## src/rtl/mips_ctrl_pkg.sv

```systemverilog
// Shared encodings for the multicycle MIPS main control: states, opcodes, functs
// and the two levels of ALU control codes.
package mips_ctrl_pkg;

  typedef enum logic [3:0] {
    FETCH    = 4'd0,
    DECODE   = 4'd1,
    MEM_ADDR = 4'd2,
    MEM_RD   = 4'd3,
    MEM_WB   = 4'd4,
    MEM_WR   = 4'd5,
    EXEC     = 4'd6,
    R_DONE   = 4'd7,
    BRANCH   = 4'd8,
    JUMP     = 4'd9
  } state_t;

  localparam logic [5:0] OPC_R   = 6'b000000;
  localparam logic [5:0] OPC_LW  = 6'b100011;
  localparam logic [5:0] OPC_SW  = 6'b101011;
  localparam logic [5:0] OPC_BEQ = 6'b000100;
  localparam logic [5:0] OPC_J   = 6'b000010;

  localparam logic [5:0] FN_ADD = 6'b100000;
  localparam logic [5:0] FN_SUB = 6'b100010;
  localparam logic [5:0] FN_AND = 6'b100100;
  localparam logic [5:0] FN_OR  = 6'b100101;

  typedef enum logic [1:0] {
    ALUOP_ADD   = 2'b00,
    ALUOP_SUB   = 2'b01,
    ALUOP_FUNCT = 2'b10
  } aluop_t;

  localparam logic [1:0] ALU_AND = 2'b00;
  localparam logic [1:0] ALU_OR  = 2'b01;
  localparam logic [1:0] ALU_ADD = 2'b10;

endpackage

```

## src/rtl/alu_control.sv

```systemverilog
// Translates the main FSM's ALUOp and the instruction funct field into the
// ALU's {binv, op} encoding, flagging funct codes the ALU cannot execute.
module alu_control
  import mips_ctrl_pkg::*;
(
  input  aluop_t     aluop,
  input  logic [5:0] funct,
  output logic       alu_binv,
  output logic [1:0] alu_op,
  output logic       bad_funct
);

  always_comb begin
    alu_binv  = 1'b0;
    alu_op    = ALU_ADD;
    bad_funct = 1'b0;
    case (aluop)
      ALUOP_ADD: alu_op = ALU_ADD;
      ALUOP_SUB: alu_binv = 1'b1;
      ALUOP_FUNCT: begin
        case (funct)
          FN_ADD: alu_op = ALU_ADD;
          FN_SUB: alu_binv = 1'b1;
          FN_AND: alu_op = ALU_AND;
          FN_OR:  alu_op = ALU_OR;
          default: bad_funct = 1'b1;
        endcase
      end
      default: alu_op = ALU_ADD;
    endcase
  end

endmodule

```

## src/rtl/multicycle_control.sv

```systemverilog
// Main control FSM of the multicycle MIPS datapath with ready-qualified memory
// handshake and a retired-instruction counter.
//   FETCH    | read instruction, PC += 4 on mem_ready
//   DECODE   | dispatch on opcode, precompute branch target
//   MEM_ADDR | base + sign-extended offset
//   MEM_RD   | load access, wait for mem_ready
//   MEM_WB   | write loaded word to rt
//   MEM_WR   | store access, wait for mem_ready
//   EXEC     | R-format ALU operation
//   R_DONE   | write ALU result to rd
//   BRANCH   | compare and conditionally load branch target
//   JUMP     | load jump target
module multicycle_control
  import mips_ctrl_pkg::*;
#(
  parameter int CNT_W = 32
) (
  input  logic             clk,
  input  logic             reset,
  input  logic [5:0]       opcode,
  input  logic [5:0]       funct,
  input  logic             mem_ready,
  output logic             PCWrite,
  output logic             PCWriteCond,
  output logic             IorD,
  output logic             MemRead,
  output logic             MemWrite,
  output logic             IRWrite,
  output logic             MemtoReg,
  output logic             ALUSrcA,
  output logic             RegWrite,
  output logic             RegDst,
  output logic [1:0]       PCSource,
  output logic [1:0]       ALUSrcB,
  output logic             alu_binv,
  output logic [1:0]       alu_op,
  output logic             illegal,
  output logic [CNT_W-1:0] retired,
  output logic [3:0]       state
);

  state_t     state_q, state_d;
  aluop_t     aluop;
  logic       alu_use, dec_bad, retire_now;
  logic       binv_raw, bad_funct;
  logic [1:0] op_raw;

  alu_control u_alu_control (
    .aluop     (aluop),
    .funct     (funct),
    .alu_binv  (binv_raw),
    .alu_op    (op_raw),
    .bad_funct (bad_funct)
  );

  always_ff @(posedge clk or posedge reset) begin
    if (reset) state_q <= FETCH;
    else        state_q <= state_d;
  end

  always_comb begin
    state_d     = state_q;
    aluop       = ALUOP_ADD;
    alu_use     = 1'b0;
    dec_bad     = 1'b0;
    retire_now  = 1'b0;
    PCWrite     = 1'b0;
    PCWriteCond = 1'b0;
    IorD        = 1'b0;
    MemRead     = 1'b0;
    MemWrite    = 1'b0;
    IRWrite     = 1'b0;
    MemtoReg    = 1'b0;
    ALUSrcA     = 1'b0;
    RegWrite    = 1'b0;
    RegDst      = 1'b0;
    PCSource    = 2'b00;
    ALUSrcB     = 2'b00;
    case (state_q)
      FETCH: begin
        MemRead = 1'b1;
        ALUSrcB = 2'b01;
        alu_use = 1'b1;
        if (mem_ready) begin
          IRWrite = 1'b1;
          PCWrite = 1'b1;
          state_d = DECODE;
        end
      end
      DECODE: begin
        ALUSrcB = 2'b11;
        alu_use = 1'b1;
        case (opcode)
          OPC_LW, OPC_SW: state_d = MEM_ADDR;
          OPC_R:          state_d = EXEC;
          OPC_BEQ:        state_d = BRANCH;
          OPC_J:          state_d = JUMP;
          default: begin
            state_d = FETCH;
            dec_bad = 1'b1;
          end
        endcase
      end
      MEM_ADDR: begin
        ALUSrcA = 1'b1;
        ALUSrcB = 2'b10;
        alu_use = 1'b1;
        state_d = (opcode == OPC_LW) ? MEM_RD : MEM_WR;
      end
      MEM_RD: begin
        MemRead = 1'b1;
        IorD    = 1'b1;
        if (mem_ready) state_d = MEM_WB;
      end
      MEM_WB: begin
        RegWrite   = 1'b1;
        MemtoReg   = 1'b1;
        state_d    = FETCH;
        retire_now = 1'b1;
      end
      MEM_WR: begin
        MemWrite = 1'b1;
        IorD     = 1'b1;
        if (mem_ready) begin
          state_d    = FETCH;
          retire_now = 1'b1;
        end
      end
      EXEC: begin
        ALUSrcA = 1'b1;
        aluop   = ALUOP_FUNCT;
        alu_use = 1'b1;
        state_d = R_DONE;
      end
      R_DONE: begin
        RegWrite   = 1'b1;
        RegDst     = 1'b1;
        state_d    = FETCH;
        retire_now = 1'b1;
      end
      BRANCH: begin
        ALUSrcA     = 1'b1;
        aluop       = ALUOP_SUB;
        alu_use     = 1'b1;
        PCWriteCond = 1'b1;
        PCSource    = 2'b01;
        state_d     = FETCH;
        retire_now  = 1'b1;
      end
      JUMP: begin
        PCWrite    = 1'b1;
        PCSource   = 2'b10;
        state_d    = FETCH;
        retire_now = 1'b1;
      end
      default: state_d = FETCH;
    endcase
    // Reset must silence the datapath without waiting for a clock edge.
    if (reset) begin
      PCWrite     = 1'b0;
      PCWriteCond = 1'b0;
      IorD        = 1'b0;
      MemRead     = 1'b0;
      MemWrite    = 1'b0;
      IRWrite     = 1'b0;
      MemtoReg    = 1'b0;
      ALUSrcA     = 1'b0;
      RegWrite    = 1'b0;
      RegDst      = 1'b0;
      PCSource    = 2'b00;
      ALUSrcB     = 2'b00;
    end
  end

  assign alu_binv = alu_use & ~reset & binv_raw;
  assign alu_op   = (alu_use && !reset) ? op_raw : 2'b00;
  assign illegal  = ~reset & (dec_bad | ((state_q == EXEC) & bad_funct));
  assign state    = state_q;

  always_ff @(posedge clk or posedge reset) begin
    if (reset)           retired <= '0;
    else if (retire_now) retired <= retired + CNT_W'(1);
  end

endmodule

```

## config.mk

```make
export PLATFORM = sky130hd
export DESIGN_NAME = multicycle_control
export DESIGN_NICKNAME = d
export VERILOG_FILES = /design/src/rtl/mips_ctrl_pkg.sv /design/src/rtl/alu_control.sv /design/src/rtl/multicycle_control.sv
export SDC_FILE = /design/constraint.sdc
export NUM_CORES = 1
export LEC_CHECK = 0
export CAP_MARGIN = 0
export CORE_MARGIN = 8
export CORE_UTILIZATION = 30
export CTS_CLUSTER_SIZE = 16
export DETAILED_ROUTE_END_ITERATION = 6
export PLACE_DENSITY = 0.6
export SYNTH_ARGS = -nofsm -noshare
export SYNTH_HDL_FRONTEND = slang
export SYNTH_SLANG_ARGS = --single-unit
export TNS_END_PERCENT = 20
```

## constraint.sdc

```tcl
create_clock -name clk -period 4.65 [get_ports clk]
set_input_delay 1.1625 -clock clk [delete_from_list [all_inputs] [get_ports clk]]
set_output_delay 1.1625 -clock clk [all_outputs]
set_load 0.02 [all_outputs]
```

# After elaboration in Yosys (flattened, before gate mapping)
# Cells that the tools add are included.
[classes] multipliers=0 addsub=1 shift=0 reduce_logical=14 n_div=0 mux=43 n_eq_ne=22 order_cmp=0 bitwise=6
[op_table] op="6-bit equality test (second input constant)" n=6
[op_table] op="32-bit by 1-bit adder with 32-bit output (second input constant)" n=1
[op_table] op="1-bit two-way mux" n=26
[op_table] op="4-bit one-hot mux with 6 select lines" n=1
[op_table] op="4-bit by 3-bit equality test with 1-bit output (second input constant)" n=4
[op_table] op="4-bit one-hot mux with 4 select lines" n=1
[op_table] op="4-bit two-way mux" n=3
[op_table] op="2-bit one-hot mux with 2 select lines" n=3
[op_table] op="5-bit OR reduction" n=2
[op_table] op="4-bit by 2-bit equality test with 1-bit output (second input constant)" n=2
[op_table] op="4-bit equality test (second input constant)" n=2
[op_table] op="2-bit two-way mux" n=4
[op_table] op="2-bit OR reduction" n=4
[op_table] op="4-bit OR reduction" n=2
[op_table] op="6-bit by 2-bit equality test with 1-bit output (second input constant)" n=1
[op_table] op="6-bit by 3-bit equality test with 1-bit output (second input constant)" n=1
[op_table] op="6-bit zero test" n=1
[op_table] op="2-bit != test (second input constant)" n=3
[op_table] op="1-bit one-hot mux with 2 select lines" n=3
[op_table] op="2-bit one-hot mux with 3 select lines" n=1
[op_table] op="1-bit bitwise AND" n=4
[op_table] op="4-bit by 1-bit equality test with 1-bit output (second input constant)" n=1
[op_table] op="4-bit zero test" n=1
[op_table] op="3-bit two-way mux" n=1
[op_table] op="8 further kinds" n=8
[totals] latch_bits=0 mem_bits_rw=0 romBits=0 output_inout_bits=54 memories=0 reg_bits=36

# Logic depth before layout (Yosys ltp)
[depth] ltp_word=7 depth_mapped=9 mapped_depth_nobuf=8

# Hierarchy
# From an unflattened synthesis, not the netlist that was laid out.
[unflattened] cells_unflattened=233 area_unflattened_um2=2205.9
[modules_own_cells] module="multicycle_control" n_inst=1 cells_each=219 area_per_inst_um2=2093.3 seq_area_each_um2=900.9
[modules_own_cells] module="alu_control" n_inst=1 cells_each=14 area_per_inst_um2=112.6 seq_area_each_um2=0.0

# Least setup slack after synthesis
# No wires, ideal clock.
[synth_timing] kind="input -> output" start="input reset" end="output alu_binv" t_required_ns=3.488 path_slack_ns=0.634 arrival_ns=2.854 cell_stages=4 n_path_buf=1 cell_sequence="clkbuf_1 -> inv_1 -> nand2_1 -> nor3_1"
[synth_between] elab_chain_len=3
[synth_lines] element="from (decl)" line="multicycle_control.sv:19" rtl="input logic reset,"
[synth_lines] element="1-bit NOT" line="multicycle_control.sv:175" rtl="assign alu_binv = alu_use & ~reset & binv_raw;"
[synth_lines] element="1-bit bitwise AND (2 in a row)" line="multicycle_control.sv:175"
[synth_lines] element="to (decl)" line="multicycle_control.sv:35" rtl="output logic alu_binv,"
# Every way passes these cells.

# Worst setup path after layout
[layout_timing] start="input opcode[0]" end="output illegal"
[layout_between] elab_chain_len=6 word_cells_on_any_way=10 classes_between="eq/ne (4); mux (2); bitwise (2); reduce/logical (2)"
[layout_lines] element="from (decl)" line="multicycle_control.sv:20" rtl="input logic [5:0] opcode,"
[layout_lines] element="6-bit equality test, or another cell as far along" line="multicycle_control.sv:93" rtl="case (opcode)"
[layout_lines] element="5-bit OR reduction (no line) (*)"
[layout_lines] element="1-bit two-way mux (*)" line="multicycle_control.sv:93"
[layout_lines] element="1-bit two-way mux (*)" line="multicycle_control.sv:79" rtl="case (state_q)"
[layout_lines] element="1-bit OR (*)" line="multicycle_control.sv:177" rtl="assign illegal = ~reset & (dec_bad | ((state_q == EXEC) & bad_funct));"
[layout_lines] element="1-bit bitwise AND (*)" line="multicycle_control.sv:177"
[layout_lines] element="to (decl)" line="multicycle_control.sv:37" rtl="output logic illegal,"
# Every way passes the cells marked *; elsewhere a longest branch is shown, timed or not.

==> flow_metrics.env <==
export IMPL_status="finished, final reports clean"
export IMPL_clk_latency_ns=0.28
export IMPL_rr_worst_depth=5
export IMPL_grt_pass1_wl_um=8750
export IMPL_fmax_ghz=0.232
export IMPL_clock_sinks=36
export IMPL_grt_pass1_vias=1817
export IMPL_leakage_nw=1.24
export IMPL_cp_startpoint="opcode[0]"
export IMPL_synth_seq_cells=36
export IMPL_power_share_switching_pct=27.4
export IMPL_hold_class="register to register"
export IMPL_p_per_area_mw_per_mm2=266
export IMPL_postCtsSetupRepairBufs=0
export IMPL_cts_buffers=5
export IMPL_rsz0062_at_grt="no"
export IMPL_path_cells="clkdlybuf4s50_1 -> or3_1 -> or3_1 -> nand4_1 -> a21oi_1 -> clkdlybuf4s50_1"
export IMPL_drt_iter0_markers=92
export IMPL_worst_hold_slack_ns=0.469
export IMPL_diodes=0
export IMPL_rows=30
export IMPL_setup_slack_ns=0.337
export IMPL_slew_limit_headroom_pct=55.1
export IMPL_grt_overflow=0
export IMPL_clk_pin_slew_worst_paths_ns=0.07
export IMPL_num_nets_final=298
export IMPL_drt_total_wl_um=5090
export IMPL_antenna_found_initial=0
export IMPL_slew_violations=0
export IMPL_num_io_pins=69
export IMPL_reg2reg_to="retired[29]"
export IMPL_worst_r2r_setup_slack_ns=2.46
export IMPL_reg2reg_from="state[0]"
export IMPL_die_w_um=98.4
export IMPL_layout_common_cells="clkdlybuf4s50_1 (68), dfrtp_1 (36), xnor2_1 (27), nand2_1 (20), nor2_1 (17)"
export IMPL_p_total_mw=0.770
export IMPL_dieArea_mm2=0.00967
export IMPL_gp_congestion=0.799
export IMPL_dp_cells=352
export IMPL_wire_per_inst_um=14.1
export IMPL_synth_avg_cell_area_um2=9.64
export IMPL_final_period_utilization_pct=92.8
export IMPL_synth_nets=230
export IMPL_crit_path_end_kind="output pin"
export IMPL_cts_repair_resized=0
export IMPL_ant_nets=0
export IMPL_dr_pass1_iters=4
export IMPL_cp_slowest_cell="clkdlybuf4s50_1"
export IMPL_synth_main_ff_cell="dfrtp_1"
export IMPL_grt_total_usage_pct=10.9
export IMPL_cts_tree="yes"
export IMPL_synth_area_mm2=0.00203
export IMPL_critPathKind="input pin to output pin"
export IMPL_port_buffers=68
export IMPL_seq_area_frac_synth_pct=44.3
export IMPL_coreArea_mm2=0.00668
export IMPL_drive_gt1_share_pct=6.43
export IMPL_p_seq_share_pct=46.0
export IMPL_cap_violations=0
export IMPL_setup_viol=0
export IMPL_grt_max_degree=37
export IMPL_synth_edff_count=0
export IMPL_dp_hpwl_um=3770
export IMPL_power_internal_mw=0.559
export IMPL_vias=1757
export IMPL_crit_path_end="illegal"
export IMPL_worstSetupStartpointType="input pin"
export IMPL_fin_skew_ns=0.00869
export IMPL_final_cells=360
export IMPL_worstPathMaxFanout=3
export IMPL_p_comb_share_pct=19.2
export IMPL_finalHoldViolCount=0
export IMPL_p_sw_mw=0.211
export IMPL_h_tree_depth=2
export IMPL_tns_ns=0
export IMPL_final_common_cell="clkdlybuf4s50_1"
export IMPL_area_delta_synth_final_pct=42.1
export IMPL_start_util_pct=30.4
export IMPL_synthArstFlopShare_pct=100
export IMPL_netlist_instances=211
export IMPL_cts_hold_buf=0
export IMPL_vdd_ir_drop_max_uv=133
export IMPL_cts_root_buf="clkbuf_8"
export IMPL_yosys_warnings=0
export IMPL_arrival_ns=3.15
export IMPL_p_clk_share_pct=34.9
export IMPL_critical_path_required_ns=3.49
export IMPL_max_stage_delay_ns=0.56
export IMPL_post_place_ws_ns=0.350
export IMPL_fp_dieH_um=98.4
export IMPL_clk_path_buf_depth=2
export IMPL_fin_crit_ns=4.31
export IMPL_drc_errors=0
export IMPL_tightest_slew_ns=0.670
export IMPL_vias_per_cell=4.88
export IMPL_synth_lib_cells_used_distinct=40
==> flip-flops by register name (all words and copies together) (netlist names) <==
register / flops
state: 4
retired: 32
==> area by class of cell <==
cell class | instances | area (um2)
Fill cell | 659 | 3790
Multi-Input combinational cell | 160 | 1060
Sequential cell | 36 | 901
Timing Repair Buffer | 69 | 688
Tap cell | 80 | 100
Clock buffer | 5 | 68.8
Clock inverter | 3 | 42.5
Inverter | 7 | 26.3
==> critical path: cells and delay by family <==
family / cells / cell delay, ns
buffers and inverters: 2 / 0.99
AOI/OAI and AO/OA: 1 / 0.08
and+or+nand+nor: 3 / 0.92
==> power groups by stage <==
stage	Combinational, mW	Clock [mW]	Sequential (mW)
5_1_grt	0.162	0.294	0.359
3_3_place_gp	0.149	0	0.360
4_1_cts	0.150	0.281	0.354
6_report	0.148	0.268	0.354
2_1_floorplan	0.0616	0	0.371
3_5_place_dp	0.149	0	0.360
==> cells in the mapped netlist (4+ instances only) <==
library cell / number / share of area, %
and4_1: 4 / 1.7
nand2_1: 20 / 3.7
clkbuf_1: 4 / 0.74
and3_1: 13 / 4.0
nor3_1: 7 / 1.7
nand3_1: 13 / 3.2
nand4_1: 6 / 1.8
nor2_1: 17 / 3.1
dfrtp_1: 36 / 44
xnor2_1: 27 / 12
inv_1: 7 / 1.3
ha_1: 4 / 2.5
a21oi_1: 4 / 0.98
xor2_1: 6 / 2.6
==> worst min path at each step <==
stage,depth (start not counted),slack (ns),start,end
floorplan,1,0.58,retired[31],retired[31]
global placement,1,0.46,retired[31],retired[31]
CTS,1,0.48,retired[31],retired[31]
global route,1,0.50,retired[31],retired[31]
detailed placement,1,0.47,retired[31],retired[31]
finish,1,0.47,retired[31],retired[31]
==> logic make-up (layout without fill, tap and decap cells) <==
group / Yosys count / after routing / share of synthesized area (%)
XOR/XNOR: 33 / 33 / 14.2
AO/OA/AOI/OAI: 16 / 16 / 5.60
adder cells (fa/ha/maj): 4 / 4 / 2.46
flip-flops: 36 / 36 / 44.3
multiplexers: 3 / 3 / 1.54
AND/OR/NAND/NOR: 104 / 104 / 28.5
buffers and inverters: 15 / 84 / 3.38
==> metal layers <==
metal  GRT usage [%]  part of all wire, %  up-vias
li1                -                    -      877
met3            5.26                  9.4        7
met1            13.3                   46      815
met5               0                    0        -
met2            16.2                   43       58
met4            4.01                  1.5        0
==> metrics by stage <==
step	util [%]	cell area (um2)
2_1_floorplan	-	2030
3_3_place_gp	41.6	2780
3_5_place_dp	41.6	2780
4_1_cts	43.3	2890
5_1_grt	43.3	2890
6_report	43.3	2890
No activity file was read; power rests on OpenSTA's default activity.
